<file path="src/rtl/eqed_inject_ctrl_if.sv">
// eqed_inject_ctrl_if -- bundles the capture/injection control bus of
// eqed_inject_ctrl. The master side drives the run requests, the injection
// select and the observed data. The slave side (the controller) returns the
// injection vector, the status flags, the signatures and the log.
interface eqed_inject_ctrl_if #(
    parameter int N_FF   = 8,
    parameter int SEL_W  = 4,
    parameter int IN_W   = 2,
    parameter int OUT_W  = 3,
    parameter int MISR_W = 6,
    parameter int CNT_W  = 10
);
    logic               start;
    logic               sel_valid;
    logic [SEL_W-1:0]   sel;
    logic [IN_W-1:0]    in_data;
    logic [OUT_W-1:0]   out_data;
    logic [MISR_W-1:0]  exp_in_sig;
    logic [MISR_W-1:0]  exp_out_sig;
    logic [N_FF-1:0]    inject_vec;
    logic               injected;
    logic               busy;
    logic               done;
    logic               match;
    logic [MISR_W-1:0]  in_sig;
    logic [MISR_W-1:0]  out_sig;
    logic [CNT_W-1:0]   cycle_count;
    logic [SEL_W-1:0]   inj_idx;
    logic [CNT_W-1:0]   inj_cycle;

    modport master (
        output start, sel_valid, sel, in_data, out_data, exp_in_sig, exp_out_sig,
        input  inject_vec, injected, busy, done, match, in_sig, out_sig,
               cycle_count, inj_idx, inj_cycle
    );

    modport slave (
        input  start, sel_valid, sel, in_data, out_data, exp_in_sig, exp_out_sig,
        output inject_vec, injected, busy, done, match, in_sig, out_sig,
               cycle_count, inj_idx, inj_cycle
    );
endinterface

</file>
<file path="src/rtl/eqed_inject_ctrl.sv">
// eqed_inject_ctrl -- single-fault bit-flip injection controller with
// input/output MISR signatures over a fixed capture window.
// A run lasts WINDOW cycles. At most one injection happens per run. At the
// end of the run, both signatures are compared with the expected values.
// Optional build macro: EQED_INJECT_LOG_EN adds a log of the injection target
// and the injection cycle. Without it, both log outputs read 0.
module eqed_inject_ctrl #(
    parameter int N_FF   = 8,
    parameter int SEL_W  = 4,
    parameter int IN_W   = 2,
    parameter int OUT_W  = 3,
    parameter int MISR_W = 6,
    parameter int WINDOW = 5,
    parameter int CNT_W  = 10
) (
    input  logic                i_clk,
    input  logic                i_rst,
    eqed_inject_ctrl_if.slave   bus
);
    localparam int WIN_W = $clog2(WINDOW + 1);
    localparam logic [WIN_W-1:0]  WIN_LAST  = WIN_W'(WINDOW - 1);
    localparam logic [SEL_W-1:0]  SEL_LIMIT = SEL_W'(N_FF);
    localparam logic [MISR_W-1:0] SEED      = {{(MISR_W-1){1'b0}}, 1'b1};
    localparam logic [N_FF-1:0]   ONE_HOT0  = {{(N_FF-1){1'b0}}, 1'b1};
    localparam logic [CNT_W-1:0]  CNT_MAX   = {CNT_W{1'b1}};

    typedef enum logic [1:0] {
        ST_IDLE = 2'b00,
        ST_RUN  = 2'b01,
        ST_DONE = 2'b10
    } state_t;

    state_t              r_state;
    state_t              w_state_nxt;
    logic                w_run_entry;
    logic                w_run_last;
    logic [WIN_W-1:0]    r_win;
    logic [MISR_W-1:0]   r_in_sig;
    logic [MISR_W-1:0]   r_out_sig;
    logic [MISR_W-1:0]   w_in_nxt;
    logic [MISR_W-1:0]   w_out_nxt;
    logic                r_injected;
    logic                r_match;
    logic [CNT_W-1:0]    r_cycle_count;
    logic [N_FF-1:0]     w_inject_vec;
    logic                w_inj_fire;

    // One MISR step: shift up with a two-tap feedback into bit 0, then fold in
    // the zero-extended data word.
    function automatic logic [MISR_W-1:0] misr_step(input logic [MISR_W-1:0] s,
                                                    input logic [MISR_W-1:0] d);
        return {s[MISR_W-2:0], s[MISR_W-1] ^ s[MISR_W-2]} ^ d;
    endfunction

    assign w_in_nxt  = misr_step(r_in_sig,  MISR_W'(bus.in_data));
    assign w_out_nxt = misr_step(r_out_sig, MISR_W'(bus.out_data));

    // State register.
    always_ff @(posedge i_clk) begin
        if (i_rst) begin
            r_state <= ST_IDLE;
        end else begin
            r_state <= w_state_nxt;
        end
    end

    // Next-state logic. Flags mark run entry and the last run cycle. A start
    // pulse during RUN is ignored.
    always_comb begin
        w_state_nxt = r_state;
        w_run_entry = 1'b0;
        w_run_last  = 1'b0;
        case (r_state)
            ST_IDLE, ST_DONE: begin
                if (bus.start) begin
                    w_state_nxt = ST_RUN;
                    w_run_entry = 1'b1;
                end else begin
                    w_state_nxt = r_state;
                end
            end
            ST_RUN: begin
                if (r_win == WIN_LAST) begin
                    w_state_nxt = ST_DONE;
                    w_run_last  = 1'b1;
                end else begin
                    w_state_nxt = ST_RUN;
                end
            end
            default: begin
                w_state_nxt = ST_IDLE;
            end
        endcase
    end

    // One-shot injection select. It is live only in RUN before the first
    // injection, and only for targets that are in range.
    always_comb begin
        w_inject_vec = {N_FF{1'b0}};
        if ((r_state == ST_RUN) && !r_injected && bus.sel_valid && (bus.sel < SEL_LIMIT)) begin
            w_inject_vec = ONE_HOT0 << bus.sel;
        end else begin
            w_inject_vec = {N_FF{1'b0}};
        end
    end

    assign w_inj_fire = |w_inject_vec;

    // Run datapath. Run entry loads the seeds and clears the flags. Each RUN
    // cycle steps the MISRs and the window counter. On the last RUN cycle,
    // match registers the compare of the final signatures.
    always_ff @(posedge i_clk) begin
        if (i_rst) begin
            r_in_sig   <= SEED;
            r_out_sig  <= SEED;
            r_win      <= {WIN_W{1'b0}};
            r_injected <= 1'b0;
            r_match    <= 1'b0;
        end else if (w_run_entry) begin
            r_in_sig   <= SEED;
            r_out_sig  <= SEED;
            r_win      <= {WIN_W{1'b0}};
            r_injected <= 1'b0;
            r_match    <= 1'b0;
        end else if (r_state == ST_RUN) begin
            r_in_sig  <= w_in_nxt;
            r_out_sig <= w_out_nxt;
            r_win     <= r_win + WIN_W'(1);
            if (w_inj_fire) begin
                r_injected <= 1'b1;
            end
            if (w_run_last) begin
                r_match <= (w_in_nxt == bus.exp_in_sig) && (w_out_nxt == bus.exp_out_sig);
            end
        end
    end

    // Free-running cycle counter. It starts at 1 after reset and sticks at
    // all-ones.
    always_ff @(posedge i_clk) begin
        if (i_rst) begin
            r_cycle_count <= {{(CNT_W-1){1'b0}}, 1'b1};
        end else if (r_cycle_count != CNT_MAX) begin
            r_cycle_count <= r_cycle_count + CNT_W'(1);
        end
    end

`ifdef EQED_INJECT_LOG_EN
    logic [SEL_W-1:0] r_inj_idx;
    logic [CNT_W-1:0] r_inj_cycle;

    // Injection log. It captures the target and the cycle of the one injection
    // in the run, and clears on each run entry.
    always_ff @(posedge i_clk) begin
        if (i_rst || w_run_entry) begin
            r_inj_idx   <= {SEL_W{1'b0}};
            r_inj_cycle <= {CNT_W{1'b0}};
        end else if (w_inj_fire) begin
            r_inj_idx   <= bus.sel;
            r_inj_cycle <= r_cycle_count;
        end
    end

    assign bus.inj_idx   = r_inj_idx;
    assign bus.inj_cycle = r_inj_cycle;
`else
    assign bus.inj_idx   = {SEL_W{1'b0}};
    assign bus.inj_cycle = {CNT_W{1'b0}};
`endif

    assign bus.inject_vec  = w_inject_vec;
    assign bus.injected    = r_injected;
    assign bus.busy        = (r_state == ST_RUN);
    assign bus.done        = (r_state == ST_DONE);
    assign bus.match       = r_match;
    assign bus.in_sig      = r_in_sig;
    assign bus.out_sig     = r_out_sig;
    assign bus.cycle_count = r_cycle_count;
endmodule

</file>
<file path="src/flat_wrapper.sv">
// flat-port wrapper written by rule: the top's interface ports become plain ports
module eqed_inject_ctrl_flat 
#(
    parameter int N_FF   = 8,
    parameter int SEL_W  = 4,
    parameter int IN_W   = 2,
    parameter int OUT_W  = 3,
    parameter int MISR_W = 6,
    parameter int WINDOW = 5,
    parameter int CNT_W  = 10
)
  (i_clk, i_rst, bus_start, bus_sel_valid, bus_sel, bus_in_data, bus_out_data, bus_exp_in_sig, bus_exp_out_sig, bus_inject_vec, bus_injected, bus_busy, bus_done, bus_match, bus_in_sig, bus_out_sig, bus_cycle_count, bus_inj_idx, bus_inj_cycle);
  eqed_inject_ctrl_if #(.N_FF(N_FF), .SEL_W(SEL_W), .IN_W(IN_W), .OUT_W(OUT_W), .MISR_W(MISR_W), .CNT_W(CNT_W)) bus_i ();
  input  logic i_clk;
  input  logic i_rst;
  input wire logic [$bits(bus_i.start)-1:0] bus_start;
  input wire logic [$bits(bus_i.sel_valid)-1:0] bus_sel_valid;
  input wire logic [$bits(bus_i.sel)-1:0] bus_sel;
  input wire logic [$bits(bus_i.in_data)-1:0] bus_in_data;
  input wire logic [$bits(bus_i.out_data)-1:0] bus_out_data;
  input wire logic [$bits(bus_i.exp_in_sig)-1:0] bus_exp_in_sig;
  input wire logic [$bits(bus_i.exp_out_sig)-1:0] bus_exp_out_sig;
  output wire logic [$bits(bus_i.inject_vec)-1:0] bus_inject_vec;
  output wire logic [$bits(bus_i.injected)-1:0] bus_injected;
  output wire logic [$bits(bus_i.busy)-1:0] bus_busy;
  output wire logic [$bits(bus_i.done)-1:0] bus_done;
  output wire logic [$bits(bus_i.match)-1:0] bus_match;
  output wire logic [$bits(bus_i.in_sig)-1:0] bus_in_sig;
  output wire logic [$bits(bus_i.out_sig)-1:0] bus_out_sig;
  output wire logic [$bits(bus_i.cycle_count)-1:0] bus_cycle_count;
  output wire logic [$bits(bus_i.inj_idx)-1:0] bus_inj_idx;
  output wire logic [$bits(bus_i.inj_cycle)-1:0] bus_inj_cycle;
  assign bus_i.start = bus_start;
  assign bus_i.sel_valid = bus_sel_valid;
  assign bus_i.sel = bus_sel;
  assign bus_i.in_data = bus_in_data;
  assign bus_i.out_data = bus_out_data;
  assign bus_i.exp_in_sig = bus_exp_in_sig;
  assign bus_i.exp_out_sig = bus_exp_out_sig;
  assign bus_inject_vec = bus_i.inject_vec;
  assign bus_injected = bus_i.injected;
  assign bus_busy = bus_i.busy;
  assign bus_done = bus_i.done;
  assign bus_match = bus_i.match;
  assign bus_in_sig = bus_i.in_sig;
  assign bus_out_sig = bus_i.out_sig;
  assign bus_cycle_count = bus_i.cycle_count;
  assign bus_inj_idx = bus_i.inj_idx;
  assign bus_inj_cycle = bus_i.inj_cycle;
  eqed_inject_ctrl #(.N_FF(N_FF), .SEL_W(SEL_W), .IN_W(IN_W), .OUT_W(OUT_W), .MISR_W(MISR_W), .WINDOW(WINDOW), .CNT_W(CNT_W)) u_core (.i_clk(i_clk), .i_rst(i_rst), .bus(bus_i));
endmodule
</file>
<file path="config.mk">
export PLATFORM = sky130hd
export DESIGN_NAME = eqed_inject_ctrl_flat
export DESIGN_NICKNAME = d
export VERILOG_FILES = /design/src/rtl/eqed_inject_ctrl_if.sv /design/src/rtl/eqed_inject_ctrl.sv /design/src/flat_wrapper.sv
export SDC_FILE = /design/constraint.sdc
export NUM_CORES = 1
export LEC_CHECK = 0
export ABC_CLOCK_PERIOD_IN_PS = 2100
export CAP_MARGIN = 20
export CORE_UTILIZATION = 40
export DETAILED_ROUTE_END_ITERATION = 10
export GPL_ROUTABILITY_DRIVEN = 0
export PLACE_DENSITY = 0.76
export SYNTH_ARGS = -nofsm -noshare
export SYNTH_HDL_FRONTEND = slang
export SYNTH_SLANG_ARGS = --single-unit
</file>
<file path="constraint.sdc">
create_clock -name i_clk -period 2.1 [get_ports i_clk]
set_clock_uncertainty 0.2 [all_clocks]
set_input_delay 0.63 -clock i_clk [delete_from_list [all_inputs] [get_ports i_clk]]
set_output_delay 0.63 -clock i_clk [all_outputs]
set_load 0.01 [all_outputs]
</file>
# Word level (Yosys, flattened, before mapping)
# Cells that the tools add are included.
[word_totals]
ff_bits = 29
latch_bits = 0
ram_bits = 0
mem_bits_ro = 0
in_bits = 25
output_inout_bits = 48
word_cells = 41
memories = 0
[classes]
n_addsub = 2
multipliers = 0
div = 0
magnitude_cmp = 1
eq_ne = 7
shifts = 1
mux = 8
n_bitwise = 4
n_reduce_logical = 11
[op_table]
columns = ["op", "count"]
rows = [
  ["equality test 6 bit", 2],
  ["adder 10 x 1 -> 10 bit (second input constant)", 1],
  ["inequality test 10 bit (second input constant)", 1],
  ["2-to-1 mux 8 bit", 1],
  ["OR reduction 8 bit", 1],
  ["<< shifter 1 x 4 -> 8 bit (first input constant)", 1],
  ["XOR 6 x 2 -> 6 bit", 1],
  ["XOR 6 x 3 -> 6 bit", 1],
  ["logical AND 1 bit", 4],
  ["less-than comparator 4 bit (second input constant)", 1],
  ["2-to-1 mux 1 bit", 4],
  ["2-to-1 mux 2 bit", 2],
  ["one-hot mux 2 bit (2 select lines)", 1],
  ["AND reduction 2 bit", 2],
  ["OR reduction 2 bit", 2],
  ["adder 3 x 1 -> 3 bit (second input constant)", 1],
  ["equality test 3 bit (second input constant)", 1],
  ["equality test 2 x 1 -> 1 bit (second input constant)", 1],
  ["equality test 2 bit (second input constant)", 1],
  ["logical NOT 2 bit", 1],
  ["inequality test 2 bit (second input constant)", 1],
  ["XOR 1 bit", 2],
  ["logical NOT 1 bit", 1],
]

# Logic depth before layout (Yosys ltp)
[depth]
ltp_word = 7
ltp_mapped = 6
depth_no_buf = 6

# Least setup slack after synthesis
# OpenSTA, ideal clock, no wires.
[synth_timing]
path_kind = "in2out"
startpoint = "in bus_sel[3]"
endpoint = "out bus_inject_vec[0]"
arrival_ns = 1.269
t_required_ns = 1.270
slack_ns = 0.001
path_stages = 3
path_buffers = 0
cell_sequence = "nor4b_2 nand2b_1 nor3_1"
[synth_between]
elab_chain_cells = 3
elab_cells_between_ends = 4
cone_classes = "order compare: 1; shift: 1; mux: 1; reduce/logical: 1"
[synth_rtl]
columns = ["item", "line_no", "rtl"]
rows = [
  ["start: declaration", "flat_wrapper.sv:18", "input wire logic [$bits(bus_i.sel)-1:0] bus_sel;"],
  ["less-than comparator 4 bit", "eqed_inject_ctrl.sv:100", "if ((r_state == ST_RUN) && !r_injected && bus.sel_valid && (bus.sel < SEL_LIMIT)) begin"],
  ["logical AND 1 bit", "eqed_inject_ctrl.sv:100", ""],
  ["2-to-1 mux 8 bit (*)", "eqed_inject_ctrl.sv:100", ""],
  ["end: declaration", "flat_wrapper.sv:23", "output wire logic [$bits(bus_i.inject_vec)-1:0] bus_inject_vec;"],
]
# Mark *: on every way between the ends. The rest lies on a longest branch, timed or not.

# Final worst setup path
[layout_timing]
startpoint = "reg u_core.r_state[1]"
endpoint = "out bus_inject_vec[0]"
[layout_between]
elab_chain_cells = 5
[layout_rtl]
columns = ["item", "line_no", "rtl"]
rows = [
  ["start: declaration", "eqed_inject_ctrl.sv:33", "state_t r_state;"],
  ["start signal: assignment", "eqed_inject_ctrl.sv:63", "r_state <= w_state_nxt;"],
  ["equality test 2 x 1 -> 1 bit", "eqed_inject_ctrl.sv:100", ""],
  ["logical AND 1 bit (3 in series)", "eqed_inject_ctrl.sv:100", ""],
  ["2-to-1 mux 8 bit", "eqed_inject_ctrl.sv:100", ""],
]
# No other way between the ends.

==> results by group <==
Synth
  • Yosys cell types: 38
  • Post-synthesis register bit count: 29
  • Post-synthesis sequential area ratio: 35.7%
  • Synthesized area: 1630 sq um
  • Avg Inst Size Synth: 8.55 sq um
  • Synth warn: 0
  • Post-synth EDFFs: 0
  • Most used DFF post-synth: dfxtp_1
  • Post-Syn Instances: 190
  • Area share of the leading cell type in the synthesized netlist: 35.7%
  • Area contributors post-synth: dfxtp_1, buf_4, xor2_1, nand2_1, nor2_1
  • Yosys top cell by area: dfxtp_1
  • Post-synth ARST share: 0%

Detailed routing
  • DR DRC count: 0
  • 1st-pass router iterations: 4
  • Antenna viol nets, final: 0
  • Drt wl/cell: 11.4 microns
  • Via count: 1,449
  • DRT iter0 DRCs: 46
  • Vias per inst: 4.72
  • Final wirelength: 3490 microns

Layout
  • Final Instance Count excl. Fillers: 307
  • Fillers: 345
  • Inserted Diodes: 0
  • Area Growth Syn to Fin: 45.7%
  • Post-Layout Inst Area: 2370 sq um
  • Layout cells sized above 1: 20.8%
  • Nets@finish: 286

Clock network
  • Clock Pin Slew Worst Setup and Hold Paths: 60 ps
  • Total CTS buffers: 5
  • H-Tree Depth: 2
  • Clock Tree Buf Depth: 2
  • CTS Root Cell: clkbuf_8
  • Clk_lat worst skew: 270 ps
  • Num Clock Sinks: 29
  • CTS tree: built

GRT
  • Total global routing overflow: 0
  • Most Used Layer, Global Route: met2
  • First-pass GRT wire length: 5480 microns
  • GRT Util Overall: 16.9%
  • Met2 capacity usage during global routing: 27.2%
  • Initial antenna violation count: 0
  • Pin count of the biggest net entering global routing: 19
  • Grt met1 use: 20.0%
  • GRT met3 Usage: 5.03%
  • Vias in the first global route: 1,239

Floorplan
  • Die W: 65.7 microns
  • Die area: 4320 sq um
  • Row cnt: 22
  • Io pins: 73
  • Starting Density: 43.1%
  • Core area: 3770 sq um
  • Die Y: 65.7 microns

Run status
  • Run status: complete, but fails checks
  • Violated checks: negative setup slack

Timing
  • Minimum clock period after layout: 2460 ps
  • Setup-failing EPs final: 8
  • Max Clk Rate: 0.407 GHz
  • Slew Viols, Final: 0
  • Hold Slack: 279 ps
  • Crit share post-route: 117%
  • RSZ-0062 raised after global routing: true
  • Final Worst Setup Slack: -359 ps
  • Hold Fails Final Rpt: 0

Power
  • PwrDens: 523 nW/um^2
  • Cell leakage power: 1.04 nW
  • Peak supply drop: 360 uV
  • Total power: 1.24 mW

Setup path
  • Crit Path Category: reg2out
  • Crit path max fanout: 3
  • Worst setup SP type: flip-flop
  • Arr. time, crit path: 1630 ps
  • CP Data Required Time: 1270 ps
  • Setup crit end kind: output port

Placement
  • Setup WS pre-CTS: -935 ps
  • I/O Buffers: 58
  • Cell Area, Placed: 2210 sq um
  • DP Wirelength: 2520 microns
  • Placed Cells: 293

Run
  • MaxCap Viol Count: 0

Hold path
  • Min-Delay Path Class: reg2reg
==> stage by stage <==
stage	util, %	setup TNS [ps]
final	62.8	-2140
after global routing	62.8	-2710
after CTS	61.4	-2020
after detailed placement	58.6	-7210
after global placement	58.6	-6920
after floorplan	-	0
==> critical path: stages (launching register included) <==
cell and delay, ps:
dfxtp_2 320, nand2b_4 150, nor4b_4 300, buf_4 170, nand2b_4 60, buf_4 130, nor3_2 90, buf_2 150
==> power breakdown <==
| group | total [mW] | leakage, nW | internal [mW] | switching, mW |
|---|---|---|---|---|
| clock network | 0.429 | 0.0395 | 0.235 | 0.194 |
| logic | 0.221 | 0.767 | 0.118 | 0.103 |
| registers | 0.589 | 0.239 | 0.569 | 0.0197 |
==> area by class of cell <==
cell class,count,area [sq um],area share (%)
well taps,48,60.1,2.54
inverters,5,18.8,0.792
repair buffers,76,693,29.3
flip-flops and latches,29,591,24.9
clock buffers,8,80.1,3.38
multi-input cells,141,926,39.1
==> sequential cells by signal (all words and copies together), names as in the netlist <==
register,cells
u_core.bus.match,1
u_core.r_state,2
u_core.bus.out_sig,6
u_core.r_win,3
u_core.bus.injected,1
u_core.bus.in_sig,6
u_core.bus.cycle_count,10
==> per-layer routing <==
layer  vias up  routed length (microns)
met1       653                     1560
met5         -                        0
met4         0                       69
met3         7                      237
met2        50                     1620
li1        739                        -
==> path summary, 6_finish.rpt <==
| path | from | end | slack (ps) | cells past startpoint |
|---|---|---|---|---|
| min reg2reg | u_core.bus.cycle_count[2] | u_core.bus.cycle_count[2] | 280 | 1 |
| max | u_core.r_state[1] | bus_inject_vec[0] | -360 | 7 |
| max reg2reg | u_core.bus.cycle_count[0] | u_core.bus.cycle_count[5] | 370 | 5 |
| min | u_core.bus.cycle_count[2] | u_core.bus.cycle_count[2] | 280 | 1 |
==> cell families after synthesis <==
| logic type | after synthesis | synth area share [%] |
|---|---|---|
| XOR/XNOR | 24 | 14.6 |
| AND/OR/NAND/NOR | 71 | 22.3 |
| AO/OA/AOI/OAI | 27 | 10.4 |
| other | 1 | 0.231 |
| adder cells (fa/ha/maj) | 3 | 2.31 |
| multiplexers | 2 | 1.23 |
| buffers and inverters | 33 | 13.2 |
| flip-flops | 29 | 35.7 |
==> cells in the mapped netlist (2+ instances only) <==
| cell | instances |
|---|---|
| nand4_1 | 4 |
| xnor3_1 | 2 |
| a31oi_1 | 3 |
| mux2i_1 | 2 |
| nand3_1 | 4 |
| dfxtp_1 | 29 |
| o211ai_1 | 2 |
| nor3_1 | 3 |
| xor2_1 | 14 |
| nor2b_1 | 3 |
| nand2_1 | 23 |
| a21oi_1 | 13 |
| xnor2_1 | 8 |
| and4_1 | 2 |
| a211oi_1 | 3 |
| clkbuf_1 | 3 |
| buf_4 | 21 |
| buf_2 | 3 |
| inv_1 | 4 |
| ha_1 | 3 |
| nand2b_1 | 6 |
| nor2_1 | 19 |
==> placed cells by master, fill, tap and decap left out, types with 2 or more instances in the layout <==
master / Yosys / layout
clkdlybuf4s50_1: 0 / 40
nand2_1: 23 / 22
dfxtp_1: 29 / 21
nor2_1: 19 / 17
buf_4: 21 / 16
xor2_1: 14 / 14
conb_1: 1 / 14
a21oi_1: 13 / 13
xnor2_1: 8 / 8
dfxtp_2: 0 / 8
buf_2: 3 / 7
clkbuf_8: 0 / 5
dlygate4sd2_1: 0 / 5
inv_1: 4 / 4
nand2b_1: 6 / 4
nand4_1: 4 / 4
nand3_1: 4 / 4
buf_6: 1 / 4
nor2b_1: 3 / 3
a31oi_1: 3 / 3
a211oi_1: 3 / 3
ha_1: 3 / 3
clkbuf_1: 3 / 3
dlymetal6s2s_1: 0 / 3
nand2b_4: 0 / 2
nor3_2: 0 / 2
and4_1: 2 / 2
mux2i_1: 2 / 2
xnor3_1: 2 / 2
o211ai_1: 2 / 2
==> repair_timing <==
| item | CTS | global route |
|---|---|---|
| hold buffers | 0 | 0 |
| pin swaps | 4 | 3 |
| buffers inserted | 4 | 2 |
| gates resized for setup | 54 | 15 |
| endpoints found under the setup margin | 10 | 18 |
No activity file was read; power rests on OpenSTA's default activity.
==> variant (config.mk and constraints unchanged) <==
Encoding of `state_t`: now one-hot (3 bits for 3 states).
--- a/src/rtl/eqed_inject_ctrl.sv
+++ b/src/rtl/eqed_inject_ctrl.sv
@@ -24,10 +24,10 @@
     localparam logic [N_FF-1:0]   ONE_HOT0  = {{(N_FF-1){1'b0}}, 1'b1};
     localparam logic [CNT_W-1:0]  CNT_MAX   = {CNT_W{1'b1}};
 
-    typedef enum logic [1:0] {
-        ST_IDLE = 2'b00,
-        ST_RUN  = 2'b01,
-        ST_DONE = 2'b10
+    typedef enum logic [2:0] {
+        ST_IDLE = 3'b001,
+        ST_RUN  = 3'b010,
+        ST_DONE = 3'b100
     } state_t;
 
     state_t              r_state;
Behaviour: no difference found for any inputs over 10 cycles, from zero or initial values and one cycle with i_rst high; not proved beyond that.
==> variant against the original RTL <==
- the flow still finishes with violations (setup timing)
- sequential cell count is 1 higher
- critical endpoint is now bus_inject_vec[4]
- first-iteration DRC count increased by 39%
- combinational power down 14%
- wire length up 13%
- setup slack lost 0.014 ns
- count of clock-buffer cells in the layout decreased by 1
- power is 1.2% higher
- via count grew 5.9%
- clock power up 8.9%
- synthesized cell count grew 5.3%
- synthesized area grew 3.5%
- cell count up 6.2%
- design area increased by 6.0%
==> variant: results (changes against the original RTL) <==
Power
  • Net Switching: 0.000304 W (-4.2%)
  • LEAKAGE: 1.08 nW (+3.7%)
  • VDD IR max: 0.000484 V (+35%)

Synth
  • Seq/Total Area, Yosys: 0.357 (about the same)
  • Synth top cells by count: 30 x dfxtp_1, 26 x nand2_1, 23 x nor2_1
  • Synth unique cells: 39 (+2.6%)
  • Area contributors post-synth: dfxtp_1 36%, buf_4 9.4%, xnor2_1 8.3%

Global route
  • Vias in the first global route: 1366 (+10%)
  • Total GRT Usage: 0.182 (+0.0131)
  • Initial antenna violation count: 0 (unchanged)
  • First-pass GRT wire length: 6050 um (+10%)

STA
  • Final setup margin: -0.373 ns (-0.0143 ns)
  • Setup violators final: 9 (+1)
  • Fin Hold WS: 0.276 ns (-0.00320 ns)

Run status
  • Status: finished, violations left
  • Failing checks: setup timing

Drt
  • Via Count: 1534 (+5.9%)
  • Drt first pass iters: 5 (+1)
  • Initial DRC Count: 64 (+39%)
  • Final wirelength: 3950 um (+13%)

Setup path
  • Crit-path max cell delay: 0.32 ns (about the same)
  • Worst Path Arrival: 1.64 ns
  • Internal reg-to-reg setup slack: 0.10 ns (-0.27 ns)
  • Register-to-Register Path Depth: 7 (+2)

Clock tree
  • Worst-Skew Late Latency: 0.28 ns
  • Clk slew on worst S/H paths: 0.06 ns (about the same)

Placed design
  • Placed cell area: 2360 um2 (+6.7%)
  • Post-DP HPWL: 3030 um (+20%)

Cells and area
  • Final nets: 303 (+5.9%)
  • Fraction of layout cells with a size suffix above 1: 0.236 (+0.0270)
  • Fillers: 357 (+3.5%)
  • Max FFs per register: 10 (unchanged)

Hold path
  • Hold path start: u_core.bus.in_sig[5]$_SDFFE_PP0P_
  • Hold depth: 2 (+1)
==> variant: cell types whose count changed after synthesis, moves of 3 or more <==
cell / delta
xnor2_1: +8
xor2_1: -7
nor2_1: +4
buf_2: -3
nand2_1: +3
nor2b_1: -3
or3_1: +3
==> variant: repair_timing <==
item                       CTS  global route
gates resized for setup     49            25
setup buffers                3             1
pin swaps                    9            11
setup endpoints to repair   14            22
==> variant: worst paths after layout <==
kind                                            end
setup reg to reg      u_core.bus.match$_SDFFE_PP0P_
setup / recovery                  bus_inject_vec[4]
hold / removal    u_core.bus.in_sig[5]$_SDFFE_PP0P_
hold reg to reg   u_core.bus.in_sig[5]$_SDFFE_PP0P_
==> variant: per-stage QoR <==
stage / setup slack, ns / TNS [ns] / cells / util
final: -0.373 / -2.46 / 326 / 0.623
after global routing: -0.490 / -3.22 / 326 / 0.623
after global placement: -0.944 / -7.50 / 314 / 0.585
after floorplan: -0.0580 / -0.200 / 213 / -
after detailed placement: -0.963 / -7.85 / 314 / 0.585
after CTS: -0.455 / -3.00 / 325 / 0.607
==> variant: kinds of logic after synthesis <==
kind of cell               Yosys count  share of synthesized area
AOI/OAI and AO/OA                   30                      0.113
xor gates and xnor gates            25                      0.146
adders and majority gates            3                     0.0223
buffers and inverters               31                      0.119
DFF                                 30                      0.357
muxes                                3                     0.0178
other                                1                    0.00223
and+or+nand+nor                     77                      0.222
==> variant: area by class of cell <==
class,instances,area [um2],area share
clock buffer,7,86.3,0.0344
clock inverter,1,5.00,0.00199
inverter,5,23.8,0.00947
multi-input combinational,152,990,0.394
sequential,30,612,0.244
tap,50,62.6,0.0249
timing repair buffer,81,731,0.291
==> variant: power by group through the flow <==
stage	Sequential [W]	Clock, W	Combinational [W]
2_1_floorplan	0.000611	0	0.000103
3_3_place_gp	0.000608	0	0.000183
3_5_place_dp	0.000609	0	0.000185
4_1_cts	0.000597	0.000484	0.000185
5_1_grt	0.000600	0.000511	0.000208
6_report	0.000598	0.000467	0.000190
==> variant: metal layers <==
metal / share of wire / vias to the layer above / GRT usage
met5: 0 / - / 0
met4: 0.013 / 0 / 0.0612
met3: 0.036 / 5 / 0.0497
met2: 0.52 / 32 / 0.298
met1: 0.43 / 708 / 0.228
li1: - / 789 / -
==> variant: worst register-to-register path, cell delays in order (launching register included) <==
cell	delay (ns)
dfxtp_2	0.32
nor2b_4	0.16
nand2b_4	0.07
clkinv_4	0.05
buf_4	0.21
nand3_2	0.12
or4_4	0.56
o31ai_4	0.24
